--- config.mk ---
export PLATFORM = sky130hd
export DESIGN_NAME = delayer_fsm_flat
export DESIGN_NICKNAME = d
export VERILOG_FILES = /design/src/rtl/delayer_pkg.sv /design/src/rtl/delayer_fsm_if.sv /design/src/rtl/delay_counter.sv /design/src/rtl/delayer_fsm.sv /design/src/flat_wrapper.sv
export SDC_FILE = /design/constraint.sdc
export NUM_CORES = 1
export LEC_CHECK = 0
export BUFFER_PORTS_ARGS = -buffer_cell sky130_fd_sc_hd__buf_2
export CAP_MARGIN = 10
export CORE_AREA = 2 2 39 41
export DETAILED_ROUTE_END_ITERATION = 7
export DIE_AREA = 0 0 41 43
export GPL_TIMING_DRIVEN = 0
export MAX_ROUTING_LAYER = met4
export PLACE_DENSITY = 0.52
export SYNTH_ARGS = -nofsm -noshare
export SYNTH_HDL_FRONTEND = slang
export SYNTH_SLANG_ARGS = --single-unit
--- constraint.sdc ---
create_clock -name clk -period 2 [get_ports clk]
set_input_delay 0 -clock clk [delete_from_list [all_inputs] [get_ports clk]]
set_output_delay 0 -clock clk [all_outputs]
set_load 0.05 [all_outputs]
--- src/rtl/delayer_pkg.sv ---
// Shared types and constants for the delayer block.
// Holds the FSM state enum and the default window latency.
package delayer_pkg;

  typedef enum logic [1:0] {
    IDLE = 2'd0,
    BUSY = 2'd1,
    DONE = 2'd2
  } state_e;

  localparam int unsigned LATENCY_DEF = 8;
  localparam int unsigned LATENCY_MAX = 255;

  function automatic bit lat_ok(input int unsigned lat);
    return (lat >= 1) && (lat <= LATENCY_MAX);
  endfunction

endpackage

--- src/rtl/delayer_fsm_if.sv ---
// Requester <-> delayer handshake bundle.
// stall/delay driven by the requester (master), stop by the delayer (slave).
interface delayer_fsm_if;

  logic stall;
  logic delay;
  logic stop;

  modport master (
    output stall,
    output delay,
    input  stop
  );

  modport slave (
    input  stall,
    input  delay,
    output stop
  );

endinterface

--- src/rtl/delay_counter.sv ---
// Loadable down-counter that saturates at zero.
// Ports: clk, reset (async active-low), load_i/load_val_i, en_i, zero_o.
module delay_counter #(
  parameter int unsigned W = 4
) (
  input  logic         clk,
  input  logic         reset,
  input  logic         load_i,
  input  logic [W-1:0] load_val_i,
  input  logic         en_i,
  output logic         zero_o
);

  logic [W-1:0] cnt_q;
  logic [W-1:0] cnt_d;

  // load wins over enable; never steps below zero
  always_comb begin
    cnt_d = cnt_q;
    if (load_i) begin
      cnt_d = load_val_i;
    end else if (en_i && (cnt_q != '0)) begin
      cnt_d = cnt_q - W'(1);
    end
  end

  always_ff @(posedge clk or negedge reset) begin
    if (!reset) begin
      cnt_q <= '0;
    end else begin
      cnt_q <= cnt_d;
    end
  end

  assign zero_o = (cnt_q == '0);

endmodule

--- src/rtl/delayer_fsm.sv ---
// Holds stop high for LATENCY unstalled cycles after an accepted delay.
// Ports: clk, reset (async active-low), bus (stall, delay -> stop).
// Define DELAYER_TRACE_EN for a per-edge simulation trace line.
import delayer_pkg::*;

module delayer_fsm #(
  parameter int unsigned LATENCY = LATENCY_DEF
) (
  input  logic         clk,
  input  logic         reset,
  delayer_fsm_if.slave bus
);

  localparam int unsigned CNT_W = $clog2(LATENCY + 1);

  if (!lat_ok(LATENCY)) begin : g_bad_latency
    $error("delayer_fsm: LATENCY must be 1..255");
  end

  localparam logic [CNT_W-1:0] LOAD_VAL = CNT_W'(LATENCY - 1);

  state_e state_q;
  state_e state_d;
  logic   cnt_load;
  logic   cnt_en;
  logic   cnt_zero;

  delay_counter #(
    .W (CNT_W)
  ) u_cnt (
    .clk        (clk),
    .reset      (reset),
    .load_i     (cnt_load),
    .load_val_i (LOAD_VAL),
    .en_i       (cnt_en),
    .zero_o     (cnt_zero)
  );

  always_comb begin
    state_d  = state_q;
    cnt_load = 1'b0;
    cnt_en   = 1'b0;
    unique case (state_q)
      IDLE: begin
        if (bus.delay && !bus.stall) begin
          cnt_load = 1'b1;
          state_d  = BUSY;
        end
      end
      BUSY: begin
        // delay is ignored here: no queueing
        if (!bus.stall) begin
          if (cnt_zero) begin
            state_d = DONE;
          end else begin
            cnt_en = 1'b1;
          end
        end
      end
      DONE: begin
        // one dead cycle so the requester can update
        if (!bus.stall) begin
          state_d = IDLE;
        end
      end
      default: begin
        // stray encodings recover even under stall
        state_d = IDLE;
      end
    endcase
  end

  always_ff @(posedge clk or negedge reset) begin
    if (!reset) begin
      state_q <= IDLE;
    end else begin
      state_q <= state_d;
    end
  end

  assign bus.stop = (state_q == BUSY);

`ifdef DELAYER_TRACE_EN
  always @(posedge clk) begin
    $display("%0t st=%s cnt=%0d delay=%b stall=%b stop=%b",
             $time, state_q.name(), u_cnt.cnt_q,
             bus.delay, bus.stall, bus.stop);
  end
`else
`endif

endmodule

--- src/flat_wrapper.sv ---
// flat-port wrapper written by rule: the top's interface ports become plain ports
module delayer_fsm_flat 
#(
  parameter int unsigned LATENCY = LATENCY_DEF
)
  (clk, reset, bus_stall, bus_delay, bus_stop);
  delayer_fsm_if bus_i ();
  input  logic clk;
  input  logic reset;
  input wire logic [$bits(bus_i.stall)-1:0] bus_stall;
  input wire logic [$bits(bus_i.delay)-1:0] bus_delay;
  output wire logic [$bits(bus_i.stop)-1:0] bus_stop;
  assign bus_i.stall = bus_stall;
  assign bus_i.delay = bus_delay;
  assign bus_stop = bus_i.stop;
  delayer_fsm #(.LATENCY(LATENCY)) u_core (.clk(clk), .reset(reset), .bus(bus_i));
endmodule
# ---- Word-level counts from Yosys, hierarchy flattened
# Index checks and enable logic that the tools add are counted.
dict set report op_classes {
  mux 12
  reduce_logical 8
  add_sub_neg 1
  n_eq_ne 6
}
# cell n
set ops {}
lappend ops {{two-way mux 2 bit} 4}
lappend ops {{two-way mux 4 bit} 2}
lappend ops {{one-hot mux 2 bit (3 select lines)} 1}
lappend ops {{two-way mux 1 bit} 5}
lappend ops {{logical NOT 4 bit} 1}
lappend ops {{!= test 2 x 1 -> 1 bit, second input constant} 2}
lappend ops {{!= test 2 bit, second input constant} 2}
lappend ops {{AND reduction 4 bit} 1}
lappend ops {{nonzero test 4 bit} 1}
lappend ops {{subtractor 4 x 1 -> 4 bit, second input constant} 1}
lappend ops {{equality test 2 x 1 -> 1 bit, second input constant} 1}
lappend ops {{equality test 2 bit, second input constant} 1}
lappend ops {{logical AND 1 bit} 2}
lappend ops {{logical NOT 2 bit} 1}
lappend ops {{nonzero test 2 bit} 1}
lappend ops {{logical NOT 1 bit} 1}
dict set report word_totals {
  reg_bits 6
  input_bits 4
  wordCells 29
  output_inout_bits 1
}

# ---- Depth between registers and ports, before layout
# Gate-level depths: netlist of run 1.
dict set report depth {
  ltp_word 7
  depth_mapped 5
  mapped_depth_nobuf 5
}

# ---- Cells and area by module
# A second synthesis of run 1 with hierarchy kept.
dict set report hier_totals {
  hier_cells 40
  hier_area_um2 395.4
}
# mod instances area_each_um2 seq_area_each_um2 cells_per_inst
set by_module_without_submodules {}
lappend by_module_without_submodules {delay_counter 1 270.3 100.1 27}
lappend by_module_without_submodules {delayer_fsm 1 125.1 50.0 13}

# ---- Least setup slack after synthesis of run 1
# OpenSTA, ideal clock, no wires.
dict set report synth_path {
  path_type {register -> register}
  from {register u_core.u_cnt.cnt_q[0]}
  to {register u_core.u_cnt.cnt_q[0]}
  setup_slack_ps 617
  path_buffers 0
  arrival_time_ps 1303
  stages_incl_launch_ff 6
  period_less_slack_ps 1383
  setup_time_ps 79
  t_required_ps 1921
  path_cell_list {dfrtp_1 > inv_1 > ha_1 > or3b_1 > nand2_1 > mux2i_1}
}
dict set report synth_between {
  elab_chain_len 6
  elab_cells_between_ends 10
  cone_classes {add/sub: 1; mux: 5; reduce/logical: 4}
}
# item line
set synth_rtl {}
lappend synth_rtl {{start, declared} delay_counter.sv:14} ;# logic [W-1:0] cnt_q;
lappend synth_rtl {{start signal, assigned} delay_counter.sv:31} ;# cnt_q <= cnt_d;
lappend synth_rtl {{logical NOT 4 bit} delay_counter.sv:35} ;# assign zero_o = (cnt_q == '0);
lappend synth_rtl {{two-way mux 1 bit} delayer_fsm.sv:53} ;# if (cnt_zero) begin
lappend synth_rtl {{two-way mux 1 bit} delayer_fsm.sv:52} ;# if (!bus.stall) begin
lappend synth_rtl {{two-way mux 1 bit} delayer_fsm.sv:43} ;# unique case (state_q)
lappend synth_rtl {{logical AND 1 bit} delay_counter.sv:22} ;# end else if (en_i && (cnt_q != '0)) begin
lappend synth_rtl {{nonzero test 2 bit (no source line)} --}
# Parallel ways exist; a longest one is shown, timed or not. The select of a mux whose other input is x is not followed.
# A chain may end at the register's enable or synchronous reset.

# ---- Worst setup path after layout of run 1
# Same ends and word-level chain as after synthesis.

==> flow_metrics.env, run 1 <==
export IMPL_antennaDiodeCount=0
export IMPL_fin_worst_skew_ns=0.00646
export IMPL_place_detailed_hpwl_um=469
export IMPL_grt_start_max_net_pins=8
export IMPL_r2r_cells=5
export IMPL_tns_ns=0
export IMPL_cts_clk_slew_worst_paths_ns=0.04
export IMPL_slew_limit_headroom=0.710
export IMPL_worstReg2RegEnd="u_core.u_cnt.cnt_q[0]"
export IMPL_ys_types=18
export IMPL_ios=5
export IMPL_clockBufferDepth=2
export IMPL_slew_violations=0
export IMPL_final_nets=47
export IMPL_finalSetupViolations=0
export IMPL_synthCells=32
export IMPL_p_per_area_nw_per_um2=1400
export IMPL_crit_path_top_delay_cell="dfrtp_1"
export IMPL_drt_iter0_drc=3
export IMPL_ant_nets=0
export IMPL_power_leakage_nw=0.187
export IMPL_switching_share=0.398
export IMPL_cpPeakStageDelay_ns=0.42
export IMPL_drt_vias_per_instance=4.63
export IMPL_clk_latency_ns=0.24
export IMPL_path_buf_inv=1
export IMPL_fin_crit_ns=1.51
export IMPL_cts_tree="built"
export IMPL_routed_wl_um=598
export IMPL_p_clk_frac=0.187
export IMPL_firstDrtPassIters=3
export IMPL_holdCritPathClass="in2reg"
export IMPL_drc=0
export IMPL_die_w_um=41
export IMPL_worst_setup_path_type="reg2reg"
export IMPL_switchingPower_mw=0.231
export IMPL_syn_nets=37
export IMPL_gr_total_overflow=0
export IMPL_regArea_um2=150
export IMPL_core_area_um2=1380
export IMPL_rrSetupSlack_ns=0.49
export IMPL_pwr_share_comb=0.395
export IMPL_cp_start_kind="register"
export IMPL_worst_ep_arrival_time_ns=1.67
export IMPL_numCtsBuffers=3
export IMPL_grt_pass1_wl_um=1110
export IMPL_clock_sinks=6
export IMPL_grt_use_total=0.0975
export IMPL_whs_path_depth=3
export IMPL_cap_violations=0
export IMPL_die_area_um2=1760
export IMPL_fmax_mhz=664
export IMPL_seqPwrFrac=0.418
export IMPL_syn_area_per_cell_um2=10.7
export IMPL_ctsResizeCount=0
export IMPL_r2r_start="u_core.u_cnt.cnt_q[0]"
export IMPL_status="completed"
export IMPL_die_h_um=43
export IMPL_crit_chain="inv_1, ha_1, or3b_1, nand2_1, mux2i_1"
export IMPL_grt_pass1_vias=257
export IMPL_layout_drive_gt1_share=0.250
export IMPL_ys_ff_latch=6
export IMPL_synth_cell_area_um2=342
export IMPL_rsz0062_at_grt="no"
export IMPL_hold_viol=0
export IMPL_power_mw=0.579
export IMPL_internal_power_mw=0.348
export IMPL_cp_data_required_time_ns=2.16
export IMPL_syn_to_final_growth_pct=21.2
export IMPL_start_util=0.247
export IMPL_fin_crit_sh=0.753
export IMPL_multiInputGateArea_um2=184
export IMPL_post_cts_setup_buffers=0
export IMPL_htreeDepth=1
export IMPL_rows=14
export IMPL_hold_path_end="u_core.state_q[1]"
export IMPL_min_delay_start="bus_stall"
export IMPL_clockRootBuffer="clkbuf_4"
export IMPL_cp_top_family="simple AND/OR/NAND/NOR gates"
export IMPL_place_gp_congestion=0.742
export IMPL_antenna_found_initial=0
export IMPL_routedWlPerCell_um=10.7
export IMPL_numPortBuffers=4
export IMPL_fillers=141
export IMPL_tightest_slew_ns=0.434
export IMPL_ys_seq_area_frac=0.440
export IMPL_synth_warnings=0
export IMPL_max_vdd_ir_drop_mv=0.415
export IMPL_vias=259
export IMPL_end_kind="register"
export IMPL_crit_fanout=5
==> routing by layer <==
layer / vias up / track usage / wire length (µm)
met5: - / - / 0
met4: 0 / 0.0800 / 10
met3: 2 / 0.0314 / 28
met2: 6 / 0.116 / 246
met1: 114 / 0.129 / 312
li1: 137 / - / -
==> synthesized netlist by cell type <==
master    number  share of area
nor2b_1        1          0.018
dfrtp_1        6           0.44
nand2_1        2          0.022
o41ai_2        1          0.048
nor2_1         3          0.033
or3b_1         3          0.077
nor4b_2        1          0.044
nand3b_1       1          0.022
and4b_1        1          0.029
mux2i_1        2          0.059
inv_1          2          0.022
a21oi_1        2          0.029
nor3_1         1          0.015
a211o_1        1          0.026
ha_1           1          0.037
o21ai_1        2          0.029
nand3_1        1          0.015
nor3b_2        1          0.037
==> power groups by stage <==
stage / Sequential (mW) / Combinational (mW) / Clock, mW
after floorplan: 0.228 / 0.190 / 0
after global placement: 0.242 / 0.226 / 0
after detailed placement: 0.246 / 0.232 / 0
after CTS: 0.244 / 0.233 / 0.115
after global routing: 0.253 / 0.259 / 0.125
final: 0.242 / 0.229 / 0.109
==> area by class of cell <==
class	count	share of cell area
Clock buffer	3	0.0544
Inverter	2	0.0181
Multi-Input combinational cell	24	0.444
Sequential cell	6	0.363
Tap cell	16	0.0483
Timing Repair Buffer	5	0.0725
==> stage by stage <==
stage | std cells | instance area (µm²) | utilization | setup WS (ns) | hold slack, ns
6_report | 56 | 414 | 0.299 | 0.494 | 0.0799
3_3_place_gp | 52 | 382 | 0.276 | 0.493 | -0.168
3_5_place_dp | 52 | 382 | 0.276 | 0.484 | -0.168
4_1_cts | 56 | 414 | 0.299 | 0.483 | 0.0706
5_1_grt | 56 | 414 | 0.299 | 0.354 | 0.0773
2_1_floorplan | 32 | 342 | - | 0.617 | -0.296
==> logic make-up after synthesis <==
family          synth area share
compound gates             0.132
fa+ha+maj                 0.0366
flops                      0.440
simple gates               0.311
mux                       0.0586
buf+inv                   0.0220
==> worst max-delay path by stage <==
| stage | from | to | slack, ns | cells past startpoint |
|---|---|---|---|---|
| global placement | u_core.u_cnt.cnt_q[0] | u_core.u_cnt.cnt_q[1] | 0.49 | 5 |
| global route | u_core.u_cnt.cnt_q[0] | u_core.u_cnt.cnt_q[0] | 0.35 | 5 |
| floorplan | u_core.u_cnt.cnt_q[0] | u_core.u_cnt.cnt_q[0] | 0.62 | 5 |
| CTS | u_core.u_cnt.cnt_q[0] | u_core.u_cnt.cnt_q[1] | 0.48 | 5 |
| finish | u_core.u_cnt.cnt_q[0] | u_core.u_cnt.cnt_q[0] | 0.49 | 5 |
| detailed placement | u_core.u_cnt.cnt_q[0] | u_core.u_cnt.cnt_q[1] | 0.48 | 5 |
==> worst register-to-register path, cell delays in order, from the launching register on <==
cell and delay [ns]:
dfrtp_1 0.42, inv_1 0.08, ha_1 0.20, or3b_1 0.41
nand2_1 0.14, mux2i_1 0.18
==> cell usage in the layout, fill, tap and decap left out, drive strengths merged, types with 2 or more instances in the layout <==
| cell type | n |
|---|---|
| clkbuf | 3 |
| buf | 4 |
| nand2 | 2 |
| or3b | 3 |
| mux2i | 2 |
| o21ai | 2 |
| inv | 2 |
| nor2 | 3 |
| dfrtp | 6 |
| a21oi | 2 |
==> sequential cells by signal (all words and copies together), names as in the netlist <==
signal and cells:
u_core.state_q 2, u_core.u_cnt.cnt_q 4
==> timing repair <==
item / 4_1_cts / 5_1_grt
hold endpoints to repair: 6 / 0
endpoints found under the setup margin: 0 / 0
hold buffers: 1 / 0
Note: power is estimated with default switching activity, not from simulation.
==> run 2: changes to the inputs <==
clock period = 1.4 ns   (was 2 ns; I/O delays follow)
==> run 2 against run 1 <==
Critical path depth unchanged. Via count up 8.9%. Hold slack worse by 0.0058 ns. Sequential share of layout area down 3.6 points. Global-route usage up 0.62 points. Setup slack worse by 0.45 ns. Wire length up 22%.
==> flow_metrics.env, run 2 (same netlist as run 1, synthesis figures left out) <==
export IMPL_largest_register_ffs=4
export IMPL_cp_top_family="simple AND/OR/NAND/NOR gates"
export IMPL_grt_pass1_wl_um=1170
export IMPL_tightest_slew_ns=0.455
export IMPL_syn_to_final_growth_pct=34.4
export IMPL_switching_share=0.402
export IMPL_holdCritPathClass="in2reg"
export IMPL_clockBufferDepth=2
export IMPL_switchingPower_mw=0.388
export IMPL_cts_tree="built"
export IMPL_clockRootBuffer="clkbuf_4"
export IMPL_drt_iter0_drc=2
export IMPL_wl_met1_um=317
export IMPL_die_area_um2=1760
export IMPL_place_gp_congestion=0.742
export IMPL_regMostFlops="u_core.u_cnt.cnt_q"
export IMPL_rrSetupSlack_ns=0.05
export IMPL_antennaDiodeCount=0
export IMPL_antenna_found_initial=0
export IMPL_routed_wl_met2_um=370
export IMPL_multiInputGateArea_um2=206
export IMPL_core_area_um2=1380
export IMPL_crit_path_top_delay_cell="or3b_4"
export IMPL_grt_use_total=0.104
export IMPL_routedWlPerCell_um=12.3
export IMPL_fmax_mhz=739
export IMPL_numPortBuffers=4
export IMPL_die_w_um=41
export IMPL_met3WireLength_um=29
export IMPL_min_delay_start="bus_stall"
export IMPL_internal_power_mw=0.578
export IMPL_cap_violations=0
export IMPL_r2r_cells=5
export IMPL_final_nets=50
export IMPL_firstDrtPassIters=3
export IMPL_layout_common_cells="dfrtp_1 (6), buf_2 (4), nor2_1 (3), clkbuf_4 (3), buf_4 (3)"
export IMPL_fillers=140
export IMPL_fin_worst_skew_ns=0.00578
export IMPL_cpPeakStageDelay_ns=0.41
export IMPL_htreeDepth=1
export IMPL_cp_start_kind="register"
export IMPL_hold_worst_slack_ns=0.0741
export IMPL_status="completed"
export IMPL_p_clk_frac=0.161
export IMPL_p_per_area_nw_per_um2=2100
export IMPL_finalSetupViolations=0
export IMPL_final_common_cell="dfrtp_1"
export IMPL_crit_chain="inv_2, ha_4, or3b_4, nand2_4, mux2i_1"
export IMPL_die_h_um=43
export IMPL_top_layer="met4"
export IMPL_end_kind="register"
export IMPL_seqPwrFrac=0.346
export IMPL_grt_pass1_vias=266
export IMPL_tns_ns=0
export IMPL_hold_path_end="u_core.state_q[1]"
export IMPL_clock_sinks=6
export IMPL_worst_ep_arrival_time_ns=1.52
export IMPL_grt_start_max_net_pins=8
export IMPL_gr_total_overflow=0
export IMPL_drt_vias_per_instance=4.78
export IMPL_rows=14
export IMPL_fin_crit_sh=0.966
export IMPL_vias=282
export IMPL_top_regs="u_core.u_cnt.cnt_q x4, u_core.state_q x2"
export IMPL_fin_crit_ns=1.35
export IMPL_hold_viol=0
export IMPL_drc=0
export IMPL_layout_drive_gt1_share=0.419
export IMPL_ios=5
export IMPL_ant_nets=0
export IMPL_start_util=0.247
export IMPL_crit_fanout=3
export IMPL_routed_wl_um=728
export IMPL_worstReg2RegEnd="u_core.u_cnt.cnt_q[0]"
export IMPL_slew_violations=0
export IMPL_r2r_start="u_core.u_cnt.cnt_q[1]"
export IMPL_clk_latency_ns=0.24
export IMPL_power_leakage_nw=0.202
export IMPL_cts_clk_slew_worst_paths_ns=0.05
export IMPL_worst_setup_path_type="reg2reg"
export IMPL_max_vdd_ir_drop_mv=0.752
export IMPL_path_buf_inv=1
export IMPL_place_detailed_hpwl_um=469
export IMPL_whs_path_depth=3
export IMPL_regArea_um2=150
export IMPL_pwr_share_comb=0.493
export IMPL_numCtsBuffers=3
export IMPL_power_mw=0.967
export IMPL_cp_data_required_time_ns=1.56
export IMPL_slew_limit_headroom=0.696
run 2: worst max path at each step:
stage	start	to	slack, ns	depth (start not counted)
after floorplan	u_core.u_cnt.cnt_q[0]	u_core.u_cnt.cnt_q[0]	0.02	5
after global placement	u_core.u_cnt.cnt_q[0]	u_core.u_cnt.cnt_q[1]	-0.11	5
after detailed placement	u_core.u_cnt.cnt_q[0]	u_core.u_cnt.cnt_q[1]	-0.12	5
after CTS	u_core.u_cnt.cnt_q[0]	u_core.u_cnt.cnt_q[1]	0.004	5
after global routing	u_core.u_cnt.cnt_q[0]	u_core.u_cnt.cnt_q[0]	-0.02	5
final	u_core.u_cnt.cnt_q[1]	u_core.u_cnt.cnt_q[0]	0.05	5
run 2: routing by layer:
metal,global-route usage,vias to the layer above
li1,-,143
met1,0.132,131
met2,0.131,6
met3,0.0314,2
met4,0.0800,0
met5,-,-
run 2: power groups by stage:
stage               registers, mW  clock network, mW  logic, mW
global placement            0.345                  0      0.323
detailed placement          0.352                  0      0.332
CTS                         0.326              0.164      0.414
global route                0.348              0.178      0.529
floorplan                   0.325                  0      0.271
finish                      0.334              0.156      0.477
run 2: layout make-up:
type                       count  area share
sequential                     6       0.327
inverter                       2      0.0163
multi-input combinational     24       0.450
clock buffer                   3      0.0490
timing repair buffer           8       0.114
tap                           16      0.0436
run 2: worst register-to-register path: stages, from the launching register on:
cell,delay (ns)
dfrtp_1,0.39
inv_2,0.08
ha_4,0.13
or3b_4,0.41
nand2_4,0.10
mux2i_1,0.17
run 2: timing repair:
item | 4_1_cts | 5_1_grt
setup endpoints to repair | 3 | 3
hold buffers | 1 | 0
pin swaps | 0 | 1
gates resized for setup | 3 | 4
buffers inserted | 2 | 1
hold endpoints to repair | 6 | 0
run 2: metrics by stage:
step,instance area [µm²],setup WS (ns),util,instances
2_1_floorplan,342,0.0174,-,32
3_3_place_gp,382,-0.107,0.276,52
3_5_place_dp,382,-0.116,0.276,52
4_1_cts,437,0.00443,0.316,58
5_1_grt,459,-0.0171,0.332,59
6_report,459,0.0475,0.332,59
==> run 3: changes to the inputs <==
--- a/config.mk
+++ b/config.mk
@@ -6,12 +6,13 @@
 export NUM_CORES = 1
 export LEC_CHECK = 0
-export BUFFER_PORTS_ARGS = -buffer_cell sky130_fd_sc_hd__buf_2
 export CAP_MARGIN = 10
 export CORE_AREA = 2 2 39 41
 export DETAILED_ROUTE_END_ITERATION = 7
 export DIE_AREA = 0 0 41 43
+export DONT_BUFFER_PORTS = 1
 export GPL_TIMING_DRIVEN = 0
 export MAX_ROUTING_LAYER = met4
-export PLACE_DENSITY = 0.52
+export PLACE_DENSITY = 0.49
+export RECOVER_POWER = 100
 export SYNTH_ARGS = -nofsm -noshare
 export SYNTH_HDL_FRONTEND = slang
==> constraint.sdc (replaced) <==
create_clock -name clk -period 1.4 [get_ports clk]
set_input_delay 0.21 -clock clk [delete_from_list [all_inputs] [get_ports clk]]
set_output_delay 0.21 -clock clk [all_outputs]
set_load 0.05 [all_outputs]
==> run 3 against run 2 <==
Setup slack got worse by 0.046 ns. Combinational power decreased by 2%. Maximum frequency decreased by 3.3%. Register-to-register slack got worse by 0.05 ns. Core utilization decreased by 1.3 points. Critical path depth unchanged. Global-route usage increased by 2.4 points. Via count decreased by 1.1%. Sequential power about the same. Clock-buffer cell count unchanged. Sequential cell count unchanged. Hold slack improved by 0.058 ns. Critical path type unchanged. Largest cell class unchanged.
==> flow_metrics.env, run 3 (same netlist as run 1, synthesis figures left out) <==
export IMPL_grt_use_total=0.127
export IMPL_rsz0062_at_grt="yes"
export IMPL_grt_pass1_wl_um=1420
export IMPL_drc=0
export IMPL_finalSetupViolations=0
export IMPL_tightest_slew_ns=0.456
export IMPL_end_kind="register"
export IMPL_die_w_um=41
export IMPL_layout_common_cells="dfrtp_1 (5), nor2_1 (3), clkbuf_4 (3), buf_4 (3)"
export IMPL_place_gp_congestion=0.729
export IMPL_largest_register_ffs=4
export IMPL_vias=279
export IMPL_max_vdd_ir_drop_mv=0.726
export IMPL_worst_setup_path_type="reg2reg"
export IMPL_hold_viol=0
export IMPL_slew_limit_headroom=0.695
export IMPL_gr_total_overflow=0
export IMPL_syn_to_final_growth_pct=29.3
export IMPL_clk_latency_ns=0.24
export IMPL_start_util=0.247
export IMPL_die_h_um=43
export IMPL_fmax_mhz=715
export IMPL_final_common_cell="dfrtp_1"
export IMPL_drt_vias_per_instance=5.07
export IMPL_status="completed"
export IMPL_timing_final_ws_setup_ns=0.00168
export IMPL_routed_wl_um=728
export IMPL_dp_cells=48
export IMPL_final_nets=46
export IMPL_cp_start_kind="register"
export IMPL_top_regs="u_core.u_cnt.cnt_q x4, u_core.state_q x2"
export IMPL_numPortBuffers=0
export IMPL_holdCritPathClass="in2reg"
export IMPL_clockBufferDepth=2
export IMPL_antenna_found_initial=0
export IMPL_htreeDepth=1
export IMPL_fin_crit_ns=1.40
export IMPL_rrSetupSlack_ns=0.002
export IMPL_ios=5
export IMPL_drt_iter0_drc=2
export IMPL_grt_start_max_net_pins=8
export IMPL_slew_violations=0
export IMPL_clock_sinks=6
export IMPL_layout_drive_gt1_share=0.385
export IMPL_cts_clk_slew_worst_paths_ns=0.04
export IMPL_cap_violations=0
export IMPL_regMostFlops="u_core.u_cnt.cnt_q"
export IMPL_ant_nets=0
export IMPL_p_per_area_nw_per_um2=2160
export IMPL_core_area_um2=1380
export IMPL_place_detailed_hpwl_um=536
export IMPL_finalNonFillerCells=55
export IMPL_cts_tree="built"
export IMPL_post_place_ws_ns=-0.172
export IMPL_fin_worst_skew_ns=0.00325
export IMPL_die_area_um2=1760
export IMPL_fin_crit_sh=0.999
export IMPL_power_leakage_nw=0.190
export IMPL_routedWlPerCell_um=13.2
export IMPL_crit_fanout=3
export IMPL_rows=14
export IMPL_clockRootBuffer="clkbuf_4"
export IMPL_firstDrtPassIters=2
export IMPL_worst_ep_arrival_time_ns=1.55
export IMPL_numCtsBuffers=3
export IMPL_antennaDiodeCount=0
export IMPL_cp_data_required_time_ns=1.55
export IMPL_grt_pass1_vias=306
run 3: timing repair:
item                                    in CTS  in global routing
gates resized for setup                      6                  2
pin swaps                                    1                  0
endpoints found under the hold margin        6                  0
setup buffers                                3                  0
hold buffers                                 1                  0
endpoints found under the setup margin       4                  5
run 3: final timing paths:
| check | from | end | cells past startpoint |
|---|---|---|---|
| max in group asynchronous | reset | u_core.state_q[1] | 1 |
| worst min register to register | u_core.state_q[1] | u_core.state_q[0] | 1 |
| min in group asynchronous | reset | u_core.state_q[0] | 1 |
| worst min-delay path | bus_stall | u_core.state_q[1] | 2 |
| worst max-delay path | u_core.u_cnt.cnt_q[1] | u_core.u_cnt.cnt_q[1] | 5 |
| worst max register to register | u_core.u_cnt.cnt_q[1] | u_core.u_cnt.cnt_q[1] | 5 |
run 3: power by group:
group	leakage [nW]	internal (mW)	switching, mW
Clock	0.0138	0.0967	0.0588
Sequential	0.0698	0.250	0.0832
Combinational	0.107	0.231	0.236
run 3: final cells by class:
| class | count | area, µm² |
|---|---|---|
| multi-input cells | 24 | 208 |
| inverters | 2 | 7.51 |
| flip-flops and latches | 6 | 151 |
| fillers | 143 | 942 |
| clock buffers | 3 | 22.5 |
| repair buffers | 4 | 32.5 |
| well taps | 16 | 20.0 |
run 3: critical path: stages, from the launching register on:
cell,delay [ns]
dfrtp_1,0.39
inv_1,0.06
ha_2,0.16
or3b_4,0.40
nand2_4,0.09
mux2i_2,0.21
run 3: metal layers:
layer	vias to the layer above	share of wire	global-route usage
met1	144	0.43	0.157
met4	0	0	0.0600
li1	134	-	-
met2	1	0.55	0.178
met3	0	0.019	0.0471
met5	-	0	-
run 3: through the flow:
step | total power [mW] | hold WS (ns) | util | TNS [ns] | cell area, µm²
5_1_grt | 1.04 | 0.119 | 0.319 | -0.140 | 442
2_1_floorplan | 0.597 | -0.0856 | - | 0 | 342
6_report | 0.955 | 0.133 | 0.319 | 0 | 442
3_3_place_gp | 0.633 | -0.0854 | 0.261 | -0.136 | 362
4_1_cts | 0.941 | 0.126 | 0.316 | 0 | 437
3_5_place_dp | 0.665 | -0.0855 | 0.261 | -0.396 | 362
